<file path="config.mk">
export PLATFORM = sky130hd
export DESIGN_NAME = alu_wb_stage_flat
export DESIGN_NICKNAME = d
export VERILOG_FILES = /design/src/rtl/alu_wb_stage_pkg.sv /design/src/rtl/alu_wb_stage_if.sv /design/src/rtl/alu_wb_stage_skid_buffer.sv /design/src/rtl/alu_wb_stage.sv /design/src/flat_wrapper.sv
export SDC_FILE = /design/constraint.sdc
export NUM_CORES = 1
export LEC_CHECK = 0
export CAP_MARGIN = 25
export CORE_MARGIN = 2
export CORE_UTILIZATION = 45
export CTS_CLUSTER_DIAMETER = 100
export CTS_CLUSTER_SIZE = 40
export DETAILED_ROUTE_END_ITERATION = 12
export GPL_ROUTABILITY_DRIVEN = 0
export PLACE_DENSITY = 0.76
export SYNTH_ARGS = -nofsm -noshare
export SYNTH_HDL_FRONTEND = slang
export SYNTH_SLANG_ARGS = --single-unit
</file>
<file path="constraint.sdc">
create_clock -name i_clk -period 1.4 [get_ports i_clk]
set_clock_uncertainty 0.1 [all_clocks]
set_input_delay 0.28 -clock i_clk [delete_from_list [all_inputs] [get_ports i_clk]]
set_output_delay 0.28 -clock i_clk [all_outputs]
set_load 0.02 [all_outputs]
</file>
<file path="src/rtl/alu_wb_stage_pkg.sv">
// Shared types for the ALU write-back stage:
// opcodes, branch conditions and the write-back entry layout.
package alu_wb_stage_pkg;

    localparam int DATA_WIDTH     = 36;
    localparam int ALU_OP_WIDTH   = 3;
    localparam int REG_ADDR_WIDTH = 4;

    typedef enum logic [ALU_OP_WIDTH-1:0] {
        ALU_ADD  = 3'd0,
        ALU_SUB  = 3'd1,
        ALU_AND  = 3'd2,
        ALU_OR   = 3'd3,
        ALU_XOR  = 3'd4,
        ALU_SLL  = 3'd5,
        ALU_SRL  = 3'd6,
        ALU_SUBS = 3'd7
    } alu_op_e;

    typedef enum logic [1:0] {
        COND_AL = 2'b00,
        COND_EQ = 2'b01,
        COND_NE = 2'b10,
        COND_LT = 2'b11
    } cond_e;

    typedef struct packed {
        logic [DATA_WIDTH-1:0]     result;
        logic [REG_ADDR_WIDTH-1:0] rd;
        logic                      wr_en;
    } wb_entry_t;

    localparam int WB_ENTRY_WIDTH = $bits(wb_entry_t);

    function automatic logic eval_cond(
        input logic [1:0] cond,
        input logic       z,
        input logic       n
    );
        logic res;
        case (cond)
            COND_AL: res = 1'b1;
            COND_EQ: res = z;
            COND_NE: res = ~z;
            COND_LT: res = n;
            default: res = 1'b1;
        endcase
        return res;
    endfunction

endpackage

</file>
<file path="src/rtl/alu_wb_stage_if.sv">
// Execute-to-write-back bundle: upstream handshake,
// downstream register-file port, flags and branch query.
interface alu_wb_stage_if;
    import alu_wb_stage_pkg::*;

    logic                      i_valid;
    logic                      o_ready;
    logic [DATA_WIDTH-1:0]     i_alu_result;
    logic [ALU_OP_WIDTH-1:0]   i_alu_op;
    logic [REG_ADDR_WIDTH-1:0] i_rd;
    logic                      i_wr_en;
    logic                      o_valid;
    logic                      i_ready;
    logic [DATA_WIDTH-1:0]     o_result;
    logic [REG_ADDR_WIDTH-1:0] o_rd;
    logic                      o_wr_en;
    logic                      o_flag_z;
    logic                      o_flag_n;
    logic [1:0]                i_cond;
    logic                      o_cond_true;

    // Stage side
    modport slave (
        input  i_valid, i_alu_result, i_alu_op, i_rd, i_wr_en,
        input  i_ready, i_cond,
        output o_ready, o_valid, o_result, o_rd, o_wr_en,
        output o_flag_z, o_flag_n, o_cond_true
    );

    // Environment side (execute stage + register file)
    modport master (
        output i_valid, i_alu_result, i_alu_op, i_rd, i_wr_en,
        output i_ready, i_cond,
        input  o_ready, o_valid, o_result, o_rd, o_wr_en,
        input  o_flag_z, o_flag_n, o_cond_true
    );

endinterface

</file>
<file path="src/rtl/alu_wb_stage_skid_buffer.sv">
// Generic 2-entry valid/ready register: main drives the output,
// skid catches one entry on a stall so in_ready can be a flop.
module alu_wb_stage_skid_buffer #(
    parameter int WIDTH = 8
) (
    input  logic             clk_i,
    input  logic             rst_ni,
    input  logic             in_valid_i,
    output logic             in_ready_o,
    input  logic [WIDTH-1:0] in_data_i,
    output logic             out_valid_o,
    input  logic             out_ready_i,
    output logic [WIDTH-1:0] out_data_o
);

    logic             main_v_q, main_v_d;
    logic [WIDTH-1:0] main_q,   main_d;
    logic             skid_v_q, skid_v_d;
    logic [WIDTH-1:0] skid_q,   skid_d;
    logic             accept;
    logic             drain;

    assign accept      = in_valid_i & ~skid_v_q;
    assign drain       = ~main_v_q | out_ready_i;
    assign in_ready_o  = ~skid_v_q;
    assign out_valid_o = main_v_q;
    assign out_data_o  = main_q;

    // Next state: refill main from skid first to keep order,
    // otherwise from the input; park input in skid on a stall.
    always_comb begin
        main_v_d = main_v_q;
        main_d   = main_q;
        skid_v_d = skid_v_q;
        skid_d   = skid_q;
        if (drain) begin
            if (skid_v_q) begin
                main_v_d = 1'b1;
                main_d   = skid_q;
                skid_v_d = 1'b0;
            end else if (accept) begin
                main_v_d = 1'b1;
                main_d   = in_data_i;
            end else begin
                main_v_d = 1'b0;
            end
        end else if (accept) begin
            skid_v_d = 1'b1;
            skid_d   = in_data_i;
        end
    end

    // Storage registers; reset empties both entries
    always_ff @(posedge clk_i or negedge rst_ni) begin
        if (!rst_ni) begin
            main_v_q <= 1'b0;
            main_q   <= '0;
            skid_v_q <= 1'b0;
            skid_q   <= '0;
        end else begin
            main_v_q <= main_v_d;
            main_q   <= main_d;
            skid_v_q <= skid_v_d;
            skid_q   <= skid_d;
        end
    end

endmodule

</file>
<file path="src/rtl/alu_wb_stage.sv">
// ALU write-back stage: buffered result path, N/Z flag
// register written by SUBS, and branch condition evaluation.
module alu_wb_stage
    import alu_wb_stage_pkg::*;
(
    input  logic    i_clk,
    input  logic    i_rst_n,
    alu_wb_stage_if.slave bus
);

    wb_entry_t in_entry;
    wb_entry_t out_entry;
    logic      in_ready;
    logic      out_valid;
    logic      accept;
    logic      flag_z_q, flag_z_d;
    logic      flag_n_q, flag_n_d;

    assign in_entry.result = bus.i_alu_result;
    assign in_entry.rd     = bus.i_rd;
    assign in_entry.wr_en  = bus.i_wr_en;

    alu_wb_stage_skid_buffer #(
        .WIDTH(WB_ENTRY_WIDTH)
    ) u_skid (
        .clk_i       (i_clk),
        .rst_ni      (i_rst_n),
        .in_valid_i  (bus.i_valid),
        .in_ready_o  (in_ready),
        .in_data_i   (in_entry),
        .out_valid_o (out_valid),
        .out_ready_i (bus.i_ready),
        .out_data_o  (out_entry)
    );

    assign accept = bus.i_valid & in_ready;

    // Flags follow a SUBS at accept time, regardless of stalls
    always_comb begin
        flag_z_d = flag_z_q;
        flag_n_d = flag_n_q;
        if (accept && (bus.i_alu_op == ALU_SUBS)) begin
            flag_z_d = (bus.i_alu_result == '0);
            flag_n_d = bus.i_alu_result[DATA_WIDTH-1];
        end
    end

    // Committed flag register
    always_ff @(posedge i_clk or negedge i_rst_n) begin
        if (!i_rst_n) begin
            flag_z_q <= 1'b0;
            flag_n_q <= 1'b0;
        end else begin
            flag_z_q <= flag_z_d;
            flag_n_q <= flag_n_d;
        end
    end

    assign bus.o_ready     = in_ready;
    assign bus.o_valid     = out_valid;
    assign bus.o_result    = out_entry.result;
    assign bus.o_rd        = out_entry.rd;
    assign bus.o_wr_en     = out_valid & bus.i_ready & out_entry.wr_en;
    assign bus.o_flag_z    = flag_z_q;
    assign bus.o_flag_n    = flag_n_q;
    assign bus.o_cond_true = eval_cond(bus.i_cond, flag_z_q, flag_n_q);

endmodule

</file>
<file path="src/flat_wrapper.sv">
// flat-port wrapper written by rule: the top's interface ports become plain ports
module alu_wb_stage_flat import alu_wb_stage_pkg::*;
  (i_clk, i_rst_n, bus_i_valid, bus_i_alu_result, bus_i_alu_op, bus_i_rd, bus_i_wr_en, bus_i_ready, bus_i_cond, bus_o_ready, bus_o_valid, bus_o_result, bus_o_rd, bus_o_wr_en, bus_o_flag_z, bus_o_flag_n, bus_o_cond_true);
  alu_wb_stage_if bus_i ();
  input  logic i_clk;
  input  logic i_rst_n;
  input wire logic [$bits(bus_i.i_valid)-1:0] bus_i_valid;
  input wire logic [$bits(bus_i.i_alu_result)-1:0] bus_i_alu_result;
  input wire logic [$bits(bus_i.i_alu_op)-1:0] bus_i_alu_op;
  input wire logic [$bits(bus_i.i_rd)-1:0] bus_i_rd;
  input wire logic [$bits(bus_i.i_wr_en)-1:0] bus_i_wr_en;
  input wire logic [$bits(bus_i.i_ready)-1:0] bus_i_ready;
  input wire logic [$bits(bus_i.i_cond)-1:0] bus_i_cond;
  output wire logic [$bits(bus_i.o_ready)-1:0] bus_o_ready;
  output wire logic [$bits(bus_i.o_valid)-1:0] bus_o_valid;
  output wire logic [$bits(bus_i.o_result)-1:0] bus_o_result;
  output wire logic [$bits(bus_i.o_rd)-1:0] bus_o_rd;
  output wire logic [$bits(bus_i.o_wr_en)-1:0] bus_o_wr_en;
  output wire logic [$bits(bus_i.o_flag_z)-1:0] bus_o_flag_z;
  output wire logic [$bits(bus_i.o_flag_n)-1:0] bus_o_flag_n;
  output wire logic [$bits(bus_i.o_cond_true)-1:0] bus_o_cond_true;
  assign bus_i.i_valid = bus_i_valid;
  assign bus_i.i_alu_result = bus_i_alu_result;
  assign bus_i.i_alu_op = bus_i_alu_op;
  assign bus_i.i_rd = bus_i_rd;
  assign bus_i.i_wr_en = bus_i_wr_en;
  assign bus_i.i_ready = bus_i_ready;
  assign bus_i.i_cond = bus_i_cond;
  assign bus_o_ready = bus_i.o_ready;
  assign bus_o_valid = bus_i.o_valid;
  assign bus_o_result = bus_i.o_result;
  assign bus_o_rd = bus_i.o_rd;
  assign bus_o_wr_en = bus_i.o_wr_en;
  assign bus_o_flag_z = bus_i.o_flag_z;
  assign bus_o_flag_n = bus_i.o_flag_n;
  assign bus_o_cond_true = bus_i.o_cond_true;
  alu_wb_stage u_core (.i_clk(i_clk), .i_rst_n(i_rst_n), .bus(bus_i));
endmodule
</file>
==> impl_metrics.py <==
metrics = {
    "layout": {
        "finalNonFillerCells": 566,
        "diodes": 0,
        "design_area_um2": 6450,
        "syn2layout_area_growth_pct": 61.8,
        "fillers": 547,
        "drive_above_1_share": 0.603,
        "layout.nets": 504,
    },
    "yosys": {
        "async_flop_share": 1.00,
        "synth_seq_cells": 86,
        "ys_top_cells_by_area": "dfrtp_1, mux2_2, mux2i_1, buf_4, a21oi_1",
        "syn_inst": 335,
        "synthFlopType": "dfrtp_1",
        "synth.yosys.seq_area_share": 0.540,
        "avgSynthCellArea_um2": 11.9,
        "synth_edf_count": 0,
        "synthDistinctLibCells": 19,
        "yosysTopAreaCell": "dfrtp_1",
        "netlist_area_um2": 3990,
        "synth_top_cell_area_share": 0.540,
        "yosys_warnings": 0,
        "synth_fp_nets": 385,
    },
    "route": {
        "routed_wirelength_um": 11800,
        "ant_nets": 0,
        "drc_errors": 0,
        "viasPerCell": 5.31,
        "drt_iter0_drc": 112,
        "firstDrtPassIters": 4,
        "vias": 3003,
        "avgRoutedWirePerCell_um": 20.9,
    },
    "pwr": {
        "peakVddDrop_v": 0.000601,
        "power_per_cell_area_nw_per_um2": 1270,
        "p_int_uw": 5530,
        "p_leak_uw": 0.00287,
        "p_sw_uw": 2660,
        "clkPwrFrac": 0.235,
        "switching_share": 0.325,
        "combPwrFrac": 0.347,
        "power_frac_seq": 0.418,
    },
    "worst_setup_path": {
        "slowest_delay_ns": 0.42,
        "crit_path_start_kind": "register",
        "critPathRequiredTime_ns": 1.02,
        "crit_path_end_kind": "output pin",
        "cp_slowest_cell": "dfrtp_1",
        "worstPathArrival_ns": 1.29,
        "path_cells": "mux2i_1, a31o_2, buf_6",
        "crit_fanout": 2,
        "critical_path_class": "register to output pin",
    },
    "job": {
        "drv_cap": 0,
    },
    "sta": {
        "tightest_slew_ns": 0.476,
        "setup_tns_ns": -14.09,
        "period_share": 1.19,
        "hold_viol_final": 0,
        "layout_setup_ws_ns": -0.269,
        "holdWs_ns": 0.156,
        "rsz0062_at_grt": "yes",
        "slew_headroom": 0.683,
        "max_freq_mhz": 599,
        "fin_crit_ns": 1.67,
        "finalSetupViolations": 88,
        "report.final.slew_viol_count": 0,
    },
    "floorplan": {
        "num_rows": 34,
        "start_util": 0.462,
        "io_pins": 96,
        "dieArea_um2": 9630,
        "die_h_um": 98.1,
        "core_um2": 8640,
        "die_width_um": 98.1,
    },
    "clocking": {
        "clock_path_buffers": 2,
        "cts.root.buffer_cell": "clkbuf_8",
        "ctsHtreeMaxLevel": 3,
        "clkTransAtPathRegs_ns": 0.10,
        "numCtsBuffers": 9,
        "insertion_delay_ns": 0.35,
        "cts_tree": "built",
        "cts_sinks": 86,
    },
    "placed_design": {
        "io_buffer_count": 95,
        "placedInstanceArea_um2": 4960,
        "dpl.hpwl_um": 5470,
        "dp_slack_ns": -0.579,
        "placed_cells": 514,
    },
    "status": {
        "status": "finished with violations",
        "violations": "setup timing",
    },
    "global_route": {
        "grt_pass1_vias": 3399,
        "antenna_found_initial": 0,
        "grt_pass1_wl_um": 19000,
        "grt_max_degree": 87,
        "gr-total-overflow": 0,
        "grt_use_total": 0.256,
    },
    "hold_path": {
        "holdCritPathClass": "primary input to register",
    },
}
power by group through the flow:
stage	logic (µW)	clock network [µW]	registers [µW]
final	2840	1920	3430
after global routing	3020	2030	3490
after CTS	2630	1900	3380
after detailed placement	1980	0	3340
after global placement	1940	0	3320
after floorplan	1410	0	3270
final timing paths:
path	depth (start not counted)	endpoint	startpoint	slack [ns]
setup reg to reg	6	u_core.u_skid.skid_q[31]	u_core.u_skid.out_valid_o	-0.22
hold / removal	2	u_core.u_skid.skid_q[13]	bus_i_alu_result[8]	0.16
setup / recovery	3	bus_o_cond_true	u_core.bus.o_flag_z	-0.27
hold reg to reg	1	u_core.u_skid.skid_q[9]	u_core.u_skid.skid_q[9]	0.42
min in group asynchronous	3	u_core.u_skid.out_data_o[2]	i_rst_n	0.38
max in group asynchronous	3	u_core.u_skid.out_data_o[20]	i_rst_n	0.42
what timing repair did:
item,4_1_cts,5_1_grt
hold buffers,1,0
cloned,14,1
hold endpoints to repair,86,0
pin swaps,6,15
endpoints found under the setup margin,127,102
gates resized for setup,346,95
setup buffers,14,12
synth_stat cells, types with 2 or more instances:
cell and count:
dfrtp_1 86, nor2_1 43, mux2_2 42, mux2i_1 42, a21oi_1 41, buf_4 40, buf_2 14, nor4_1 10
buf_6 4, and3_1 2, nand2_1 2, nand3_1 2
layout by cell type, fill, tap and decap left out, types with 2 or more instances in the layout:
cell type,count
a21oi_1,2
a21oi_2,38
buf_12,11
buf_16,11
buf_2,38
buf_4,41
buf_6,13
buf_8,2
bufinv_16,2
clkbuf_1,2
clkbuf_8,9
clkdlybuf4s50_1,23
dfrtp_1,84
dfrtp_2,2
dlygate4sd2_1,3
dlymetal6s2s_1,22
mux2_4,41
mux2i_1,40
nor2_4,42
nor4_2,6
nor4_4,4
metrics by stage:
stage,util,power (µW)
finish,0.747,8190
global route,0.747,8540
CTS,0.717,7910
detailed placement,0.574,5320
global placement,0.574,5260
floorplan,-,4680
sequential cells by signal, indices dropped and copies added, names as in the netlist:
signal                     count
u_core.u_skid.out_data_o      41
u_core.bus.o_flag_z            1
u_core.bus.o_flag_n            1
u_core.u_skid.out_valid_o      1
u_core.u_skid.skid_q          41
u_core.u_skid.skid_v_q         1
per-layer routing:
metal  track usage  vias to the layer above  wire (µm)  part of all wire
met3        0.0422                       16        569             0.048
met5             0                        -          0                 0
met1         0.336                     1529       5020              0.43
li1              -                     1365          -                 -
met4         0.104                        0        196             0.017
met2         0.425                       93       6020              0.51
cell families after synthesis:
group           Yosys count  share of synthesized area
compound gates           44                     0.0574
buf+inv                  59                      0.105
simple gates             62                     0.0734
flops                    86                      0.540
mux                      84                      0.224
final cells by class:
cell class	count	area [µm²]	area share
inverter	1	6.26	0.000970
sequential	86	2150	0.334
clock buffer	11	131	0.0204
multi-input combinational	190	2180	0.339
tap	108	135	0.0210
clock inverter	4	72.6	0.0113
timing repair buffer	166	1760	0.274
critical path: cells and delay by family, from the launching register on:
family | cells | cell delay [ns]
multiplexers | 1 | 0.14
AO/OA/AOI/OAI | 1 | 0.24
buffers and inverters | 1 | 0.13
flip-flops | 1 | 0.42
Power figures use the tool's default switching activity.
